$ cat src/rtl/encoder_pkg.sv
// Definitions shared between the request serializer and the priority encoder stage.
package encoder_pkg;

   localparam int ENC_W = 16;
   localparam int IDX_W = $clog2(ENC_W);

   typedef enum logic {
      IDLE  = 1'b0,
      DRAIN = 1'b1
   } ser_state_t;

endpackage

$ cat src/rtl/onehot_req_serializer_lsb_isolate.sv
// Lowest-set-bit isolation: returns the one-hot of the lowest set bit of a vector,
// plus a flag that is high when the vector has exactly one bit set.
module lsb_isolate #(
   parameter int W = 16
) (
   input  logic [W-1:0] i_vec,
   output logic [W-1:0] o_lsb,
   output logic         o_single
);

   logic [W-1:0] w_minus1;

   // Two's-complement trick: x & -x keeps only the lowest set bit.
   assign o_lsb    = i_vec & (~i_vec + W'(1));
   assign w_minus1 = i_vec - W'(1);
   assign o_single = (i_vec != '0) && ((i_vec & w_minus1) == '0);

endmodule

$ cat src/rtl/onehot_req_serializer.sv
// Accepts a request bitmap and replays its set bits as one-hot words, lowest index first,
// so the downstream priority encoder only ever sees a legal one-hot input.
module onehot_req_serializer
   import encoder_pkg::*;
#(
   parameter int W     = ENC_W,
   parameter int CNT_W = $clog2(W + 1)
) (
   input  logic             clk,
   input  logic             rst,
   input  logic             clk_en,
   input  logic             in_valid,
   output logic             in_ready,
   input  logic [W-1:0]     in_bitmap,
   output logic             out_valid,
   input  logic             out_ready,
   output logic [W-1:0]     out_onehot,
   output logic             out_last,
   output logic [CNT_W-1:0] sent_cnt,
   output logic             empty_batch
);

   ser_state_t       r_state;
   ser_state_t       w_state_nxt;
   logic [W-1:0]     r_pending;
   logic [CNT_W-1:0] r_sent_cnt;
   logic             r_empty_batch;
   logic [W-1:0]     w_lsb;
   logic             w_single;
   logic             w_in_xfer;
   logic             w_out_xfer;

   lsb_isolate #(
      .W(W)
   ) u_lsb (
      .i_vec   (r_pending),
      .o_lsb   (w_lsb),
      .o_single(w_single)
   );

   assign w_in_xfer  = in_valid & clk_en & ~rst & (r_state == IDLE);
   assign w_out_xfer = out_ready & clk_en & (r_state == DRAIN);

   always_comb begin
      w_state_nxt = r_state;
      in_ready    = 1'b0;
      out_valid   = 1'b0;
      out_onehot  = '0;
      out_last    = 1'b0;
      case (r_state)
         IDLE: begin
            in_ready = clk_en & ~rst;
            if (w_in_xfer && (in_bitmap != '0)) begin
               w_state_nxt = DRAIN;
            end
         end
         DRAIN: begin
            out_valid  = 1'b1;
            out_onehot = w_lsb;
            out_last   = w_single;
            if (w_out_xfer && w_single) begin
               w_state_nxt = IDLE;
            end
         end
         default: w_state_nxt = IDLE;
      endcase
   end

   always_ff @(posedge clk or posedge rst) begin
      if (rst) begin
         r_state <= IDLE;
      end else if (clk_en) begin
         r_state <= w_state_nxt;
      end
   end

   // A zero bitmap also lands here: pending stays empty and the FSM remains in IDLE.
   always_ff @(posedge clk or posedge rst) begin
      if (rst) begin
         r_pending     <= '0;
         r_sent_cnt    <= '0;
         r_empty_batch <= 1'b0;
      end else if (clk_en) begin
         if (w_in_xfer) begin
            r_pending  <= in_bitmap;
            r_sent_cnt <= '0;
         end else if (w_out_xfer) begin
            r_pending  <= r_pending & ~w_lsb;
            r_sent_cnt <= r_sent_cnt + CNT_W'(1);
         end
         r_empty_batch <= w_in_xfer && (in_bitmap == '0);
      end
   end

   assign sent_cnt    = r_sent_cnt;
   assign empty_batch = r_empty_batch;

endmodule

$ cat config.mk
export PLATFORM = sky130hd
export DESIGN_NAME = onehot_req_serializer
export DESIGN_NICKNAME = d
export VERILOG_FILES = /design/src/rtl/encoder_pkg.sv /design/src/rtl/onehot_req_serializer_lsb_isolate.sv /design/src/rtl/onehot_req_serializer.sv
export SDC_FILE = /design/constraint.sdc
export NUM_CORES = 1
export LEC_CHECK = 0
export ABC_CLOCK_PERIOD_IN_PS = 5890
export CAP_MARGIN = 15
export CORE_MARGIN = 2
export CORE_UTILIZATION = 50
export CTS_CLUSTER_DIAMETER = 50
export DETAILED_ROUTE_END_ITERATION = 10
export PLACE_DENSITY = 0.89
export SLEW_MARGIN = 20
export SYNTH_ARGS = -nofsm -noshare
export SYNTH_HDL_FRONTEND = slang
export SYNTH_SLANG_ARGS = --single-unit
$ cat constraint.sdc
create_clock -name clk -period 5.89 [get_ports clk]
set_clock_uncertainty 0.2 [all_clocks]
set_input_delay 1.767 -clock clk [delete_from_list [all_inputs] [get_ports clk]]
set_output_delay 1.767 -clock clk [all_outputs]
set_load 0.02 [all_outputs]
# --- After elaboration in Yosys (flattened, before gate mapping) ---
# Cells that the tools add are included.
# W data, S select, Z words.
word_totals:
  ff_bits: 23
op_classes:
  reduce_logical: 10
  bitwise: 13
  n_mux: 11
  n_addsub: 3
ops:
  columns: ["op", "count"]
  rows:
  - ["$and A16 B16 Y16", 3]
  - ["$mux W16", 3]
  - ["$logic_not A16 Y1", 2]
  - ["$not A16 Y16", 2]
  - ["$reduce_bool A16 Y1", 2]
  - ["$add A16 B1 Y16 const B", 1]
  - ["$sub A16 B1 Y16 const B", 1]
  - ["$mux W5", 2]
  - ["$and A1 B1 Y1", 6]
  - ["$add A5 B1 Y5 const B", 1]
  - ["$mux W1", 5]
  - ["$logic_and A1 B1 Y1", 4]
  - ["$not A1 Y1", 2]
  - ["$pmux W1 S2", 1]
  - ["$reduce_and A2 Y1", 1]
  - ["$reduce_bool A2 Y1", 1]

# --- Depth between registers and ports, before layout ---
# Gate-level depths: netlist (run 1).
depth:
  word_depth: 7
  ltp_mapped: 6
  depth_no_buf: 5

# --- Hierarchy ---
# A second synthesis (run 1) with hierarchy kept.
hier_totals:
  hier_cells: 159
  area_unflattened_um2: 1557.7
by_module_without_submodules:
  columns: ["mod", "cells_per_inst", "seq_area_each_um2", "area_per_inst_um2", "instances"]
  rows:
  - ["onehot_req_serializer", 111, 575.6, 1192.4, 1]
  - ["lsb_isolate", 48, 0.0, 365.4, 1]

# --- Worst setup path after synthesis (run 1) ---
# No wires, ideal clock.
synth_path:
  path_kind: "in2out"
  from: "input clk_en"
  to: "output in_ready"
  arrival_ns: 2.373
  slack_ns: 1.550
  required_ns: 3.923
  path_buffers: 0
  path_stages: 1
  path_cell_list: "nor3b_1"
synth_between:
  elab_chain_cells: 2
synth_lines:
  columns: ["element", "line", "source"]
  rows:
  - ["from (decl)", "onehot_req_serializer.sv:11", "input logic clk_en,"]
  - ["$and A1 B1 Y1", "onehot_req_serializer.sv:52", "in_ready = clk_en & ~rst;"]
  - ["$mux W1", "onehot_req_serializer.sv:50", "case (r_state)"]
  - ["to (decl)", "onehot_req_serializer.sv:13", "output logic in_ready,"]
# Every way passes these cells.

# --- Worst setup path after layout (run 1) ---
# Same ends and word-level chain as after synthesis.

==> metrics.csv, run 1 <==
stage,metric,value,unit
sta,Final Max Tran Viols,0,
pwr,Leak,0.830,nW
yosys,prevailing post-synth register cell,dfrtp_1,
clocking,total CTS buffers,3,
placed_design,Final GP Congestion,0.831,
layout,Diodes inserted,0,
grt,largest net degree at the start of global routing,28,
setup_path,family with the most delay on the worst path,buffers and inverters,
setup_path,WP buf/inv,2,
yosys,post-synthesis cell type count,36,
floorplan,I/O pin count,46,
placed_design,Post-DP HPWL,2850,µm
setup_path,slowest library cell on the worst path,clkdlybuf4s50_1,
setup_path,Critical Path Start,clk_en,
detailed_routing,DRC violations left,0,
layout,layout cells sized above 1,3.48,%
sta,Final Hold Viols,0,
yosys,"FFs w/ async S/R, synth",100,%
detailed_routing,DR WL/cell,14.3,µm
setup_path,WP data arrival,3.25,ns
run_status,outcome,"complete, no violations",
setup_path,critical setup path kind,primary input to primary output,
layout,Finished Layout Cells,261,
layout,"commonest non-fill, non-tap cell in the layout",clkdlybuf4s50_1,
yosys,register area share after synthesis,39.3,%
floorplan,site row count,19,
sta,f_max,0.192,GHz
sta,Slew HR,42.0,%
setup_path,r2r setup slk,3.37,ns
yosys,Synth Cell Area,1470,µm²
yosys,"flops & latches, synth",23,
setup_path,worst r2r src,r_pending[6]$_DFFE_PP0P_,
detailed_routing,Total Routed Length,3740,µm
clocking,Post-CTS Setup Inserts,0,
setup_path,CP required,3.92,ns
grt,first-pass GRT wire length,6250,µm
sta,Tmin final,5.21,ns
clocking,CTS Sinks,23,
floorplan,chip width,58.1,µm
detailed_routing,Routed Antenna Nets,0,
hold_path,Min-Delay Path Class,register to register,
yosys,Mapped Avg Cell Area,7.67,µm²
clocking,H-tree levels,1,
clocking,clock-pin transition on the worst setup and hold timing paths,0.12,ns
grt,vias in the first global route,1394,
clocking,# hold bufs at CTS,0,
hold_path,hold endpoint,sent_cnt[4]$_DFFE_PP0P_,
setup_path,Worst setup EP type,primary output,
sta,Hold WS,0.361,ns
placed_design,IO buf count,45,
sta,fin crit share,88.5,%
floorplan,die area,3380,µm²
layout,Seq. cell area,576,µm²
hold_path,min-delay src,sent_cnt[4]$_DFFE_PP0P_,
sta,RSZ-0062 raised after global routing,no,
layout,layout net count,253,
yosys,Post-synth EDFFs,0,
setup_path,R2R cell count,5,
layout,most frequent cells in the layout,"clkdlybuf4s50_1, nand2_1, nor2_1, dfrtp_1, o21ai_0",
clocking,post-cts sizing count,0,
pwr,Power Density,476,nW/µm²
detailed_routing,DRT iter0 DRCs,55,
floorplan,initial core utilization,52.7,%
hold_path,worst hold path depth,2,
layout,multi-input gate area in the final layout,833,µm²
clocking,CTS max path bufs,2,
setup_path,"most used cell, CP",clkdlybuf4s50_1,
setup_path,crit path max fanout,5,
floorplan,Core Footprint,2780,µm²
detailed_routing,TritonRoute pass-1 iters,4,
pwr,maximum vdd drop,0.000339,V
clocking,CTS tree,done,
grt,antenna violations before repair,0,
layout,Area growth syn-to-layout,32.1,%
pwr,Final Power,0.921,mW
setup_path,"Critical Path, Cell by Cell",clkdlybuf4s50_1 -> nor3b_1 -> clkdlybuf4s50_1,
sta,Worst Tran Pin Value,0.868,ns
yosys,Mapped Nets,213,
layout,fillcell total,228,
setup_path,Reg-to-Reg End,r_pending[15]$_DFFE_PP0P_,
yosys,Post-Synthesis Cells,191,
detailed_routing,Via Count,1567,
clocking,root buf cell,clkbuf_4,
sta,Setup-failing EPs final,0,
grt,GRT Total Usage,23.8,%
floorplan,Die H,58.1,µm
clocking,clock insertion delay at the later pin of the skew report,0.30,ns
yosys,Synthesis Warnings,0,
setup_path,Critical Path Max Stage Delay,0.66,ns
job,max_cap viols,0,
sta,Fin Setup TNS,0,ns
grt,global route overflow,0,
detailed_routing,vias per cell,6.00,
setup_path,critical path launch point type,primary input,
placed_design,dpl cells,257,
[worst min-delay path: stages, from the launching register on]
cell and delay [ns]:
dfrtp_1 0.39, xor2_1 0.07, nor2_1 0.07
[power breakdown]
group / internal (mW) / total, mW / switching [mW]
combinational: 0.237 / 0.529 / 0.292
clock: 0.0264 / 0.0698 / 0.0434
sequential: 0.215 / 0.323 / 0.107
total: 0.478 / 0.921 / 0.443
[through the flow]
| stage | cell area [µm²] | utilization, % | setup WS [ns] |
|---|---|---|---|
| finish | 1940 | 69.6 | 0.677 |
| global route | 1940 | 69.6 | 0.513 |
| CTS | 1940 | 69.6 | 0.661 |
| detailed placement | 1910 | 68.6 | 0.679 |
| global placement | 1910 | 68.6 | 0.696 |
| floorplan | 1470 | - | 1.55 |
[Yosys cell counts (2+ instances only)]
master / instances / area share [%]
a21oi_1: 5 / 1.7
a22o_1: 3 / 1.8
a31oi_1: 2 / 0.85
and2_1: 5 / 2.1
and3_1: 8 / 3.4
clkbuf_1: 9 / 2.3
dfrtp_1: 23 / 39
inv_1: 3 / 0.77
nand2_1: 38 / 9.7
nand3_1: 8 / 2.7
nand4_1: 3 / 1.3
nor2_1: 24 / 6.1
nor3_1: 6 / 2.0
nor3b_1: 2 / 1.0
nor4_1: 9 / 3.8
o21ai_0: 20 / 6.8
or3_1: 2 / 0.85
xor2_1: 3 / 1.8
[layout make-up]
type	count	share of cell area [%]
multi-input combinational	155	43.1
sequential	23	29.7
clock buffer	4	1.36
inverter	3	0.582
timing repair buffer	45	23.3
tap	31	2.00
[registers in the layout (all words and copies together), names as in the netlist]
register and count:
r_pending 16, sent_cnt 5, empty_batch 1, r_state 1
[how the worst max path moves through the flow]
stage / end / slack [ns] / cells past startpoint
floorplan: in_ready / 1.55 / 1
global placement: in_ready / 0.70 / 3
detailed placement: in_ready / 0.68 / 3
CTS: in_ready / 0.66 / 3
global route: out_last / 0.51 / 6
finish: in_ready / 0.68 / 3
[metal layers]
metal / up-vias / track usage, % / part of all wire (%)
li1: 769 / - / -
met1: 713 / 34.8 / 46
met2: 81 / 37.3 / 44
met3: 4 / 3.79 / 9.1
met4: 0 / 5.32 / 0.78
met5: - / 0 / 0
[cells by family after synthesis]
family / count (synthesis) / synth area share [%]
AND/OR/NAND/NOR: 110 / 36.2
adder cells (fa/ha/maj): 2 / 1.54
AO/OA/AOI/OAI: 39 / 16.6
multiplexers: 1 / 0.769
flip-flops: 23 / 39.3
buffers and inverters: 13 / 3.84
XOR/XNOR: 3 / 1.79
Note: power is estimated with default switching activity, not from simulation.
==> run 2, diff against run 1 <==
Settings changed: ABC_CLOCK_PERIOD_IN_PS 5890 to 5200, CORE_UTILIZATION 50 to 46, PLACE_DENSITY 0.89 to 0.83.
Clock period 5.89 ns to 5.2 ns, I/O delays scaled along.
==> run 2 against run 1 <==
Net effect: via count increased by 0.70%; non-clock buffer count increased by 1; critical endpoint is now out_last; critical path type is now register to primary output; sequential share of layout area shrank 0.38 points; hold slack improved by 0.0040 ns; count of clock-buffer cells in the layout down 1; worst setup slack worse by 0.46 ns; global-route usage up 0.55 points; largest power group unchanged; combinational power increased by 14%; utilization decreased by 5.4 points; die area grew 8.1%; critical path depth is 3 higher; highest routed layer unchanged; first-iteration DRC count grew to 3.0 times the previous value.
==> metrics.csv, run 2 (synthesis gave the netlist of run 1 again) <==
stage,metric,value,unit
setup_path,Reg-to-Reg End,r_state$_DFFE_PP0P_,
setup_path,r2r setup slk,2.67,ns
sta,Worst Tran Pin Value,0.854,ns
setup_path,Worst setup EP type,primary output,
setup_path,slowest library cell on the worst path,or4_2,
clocking,total CTS buffers,3,
sta,fin crit share,95.8,%
sta,Fin Setup TNS,0,ns
setup_path,"Critical Path, Cell by Cell",or4_2 -> o41ai_1 -> a32oi_1 -> a221oi_1 -> and3_1 -> clkdlybuf4s50_1,
hold_path,Min-Delay Path Class,register to register,
job,max_cap viols,0,
setup_path,CP required,3.44,ns
detailed_routing,Via Count,1578,
sta,f_max,0.201,GHz
setup_path,critical setup path kind,register to primary output,
clocking,post-cts sizing count,0,
sta,Final Max Tran Viols,0,
layout,layout net count,254,
detailed_routing,Total Routed Length,4010,µm
layout,fillcell total,303,
grt,global route overflow,0,
clocking,Post-CTS Setup Inserts,0,
grt,GR Layer Usage met3,3.84,%
layout,max reg flops,16,
sta,Hold WS,0.365,ns
clocking,root buf cell,clkbuf_4,
layout,Area growth syn-to-layout,33.8,%
layout,Seq. cell area,576,µm²
clocking,CTS Sinks,23,
layout,"commonest non-fill, non-tap cell in the layout",clkdlybuf4s50_1,
layout,Diodes inserted,0,
grt,largest net degree at the start of global routing,24,
placed_design,pre-CTS setup slack,0.375,ns
detailed_routing,vias per cell,5.74,
placed_design,Final GP Congestion,0.950,
sta,Setup-failing EPs final,0,
clocking,H-tree levels,1,
floorplan,site row count,20,
placed_design,IO buf count,45,
clocking,clock insertion delay at the later pin of the skew report,0.32,ns
grt,antenna violations before repair,0,
setup_path,Critical Path Start,r_pending[6]$_DFFE_PP0P_,
grt,GRT Total Usage,24.3,%
pwr,Leak,0.838,nW
pwr,maximum vdd drop,0.000284,V
floorplan,Core Footprint,3050,µm²
pwr,cell-internal power,0.541,mW
pwr,clock group share of total power,8.0,%
grt,met1 Usage GRT,34.1,%
grt,vias in the first global route,1379,
setup_path,crit path max fanout,7,
floorplan,initial core utilization,48.0,%
setup_path,family with the most delay on the worst path,simple AND/OR/NAND/NOR gates,
setup_path,WP data arrival,3.22,ns
sta,final worst slack,0.220,ns
grt,grt peak-use layer,met2,
pwr,Sw Ratio,48.7,%
layout,final core utilization,64.2,%
sta,Final Hold Viols,0,
sta,Tmin final,4.98,ns
pwr,Gate power share,57.1,%
layout,"Design Area, Final",1960,µm²
floorplan,die area,3650,µm²
run_status,outcome,"complete, no violations",
layout,layout cells sized above 1,4.33,%
floorplan,Die H,60.4,µm
setup_path,R2R cell count,5,
floorplan,chip width,60.4,µm
pwr,Power Density,538,nW/µm²
clocking,CTS max path bufs,2,
detailed_routing,DR WL/cell,14.6,µm
floorplan,I/O pin count,46,
clocking,CTS tree,done,
layout,most frequent cells in the layout,"clkdlybuf4s50_1, nand2_1, nor2_1, dfrtp_1, o21ai_0",
placed_design,"Cell Area, Placed",1930,µm²
setup_path,critical path launch point type,register,
detailed_routing,DRC violations left,0,
sta,Slew HR,43.0,%
detailed_routing,Routed Antenna Nets,0,
clocking,# hold bufs at CTS,0,
grt,first-pass GRT wire length,6580,µm
layout,multi-input gate area in the final layout,833,µm²
placed_design,Post-DP HPWL,2950,µm
sta,RSZ-0062 raised after global routing,no,
pwr,sw power,0.514,mW
clocking,clock-pin transition on the worst setup and hold timing paths,0.13,ns
detailed_routing,TritonRoute pass-1 iters,4,
setup_path,worst setup path endpoint,out_last,
setup_path,WP buf/inv,1,
pwr,part of the power in registers,34.8,%
detailed_routing,DRT iter0 DRCs,167,
layout,Biggest register,r_pending,
setup_path,CP Depth,6,
setup_path,worst r2r src,r_pending[6]$_DFFE_PP0P_,
setup_path,Critical Path Max Stage Delay,0.76,ns
grt,M2 GR Usage,37.3,%
run 2: cell types whose count changed in the layout (fill, tap and decap cells not counted), sizes merged:
cell / delta
buf: +1
clkbuf: -1
clkinv: +1
run 2: cell type report:
type | count | share of cell area (%)
Timing Repair Buffer | 46 | 23.4
Inverter | 3 | 0.574
Clock inverter | 1 | 0.255
Multi-Input combinational cell | 155 | 42.5
Sequential cell | 23 | 29.4
Tap cell | 44 | 2.81
Clock buffer | 3 | 1.15
run 2: tightest hold or removal path: stages, from the launching register on:
cell     delay, ns
dfrtp_1       0.41
inv_1         0.05
o22ai_1       0.08
run 2: per-stage QoR:
stage          std cells  power [mW]
2_1_floorplan        191       0.762
3_3_place_gp         271       0.947
3_5_place_dp         271       0.958
4_1_cts              275        1.05
5_1_grt              275        1.15
6_report             275        1.05
run 2: power groups by stage:
stage	sequential, mW	clock [mW]	combinational [mW]
after global placement	0.363	0	0.584
after detailed placement	0.365	0	0.593
after floorplan	0.328	0	0.433
after global routing	0.382	0.0963	0.669
final	0.367	0.0848	0.603
after CTS	0.362	0.0877	0.598
run 2: worst min-delay path by stage:
stage                                         start                   endpoint  cells after the start
after floorplan           r_pending[15]$_DFFE_PP0P_  r_pending[15]$_DFFE_PP0P_                      2
after global placement      sent_cnt[4]$_DFFE_PP0P_    sent_cnt[4]$_DFFE_PP0P_                      2
after detailed placement    empty_batch$_DFFE_PP0P_    empty_batch$_DFFE_PP0P_                      2
final                       empty_batch$_DFFE_PP0P_    empty_batch$_DFFE_PP0P_                      2
after CTS                   empty_batch$_DFFE_PP0P_    empty_batch$_DFFE_PP0P_                      2
after global routing        sent_cnt[4]$_DFFE_PP0P_    sent_cnt[4]$_DFFE_PP0P_                      2
run 2: metal layers:
metal  part of all wire, %  up-vias
met2                    47       69
met3                   6.5       10
met5                     0        -
met1                    44      732
li1                      -      767
met4                   2.5        0
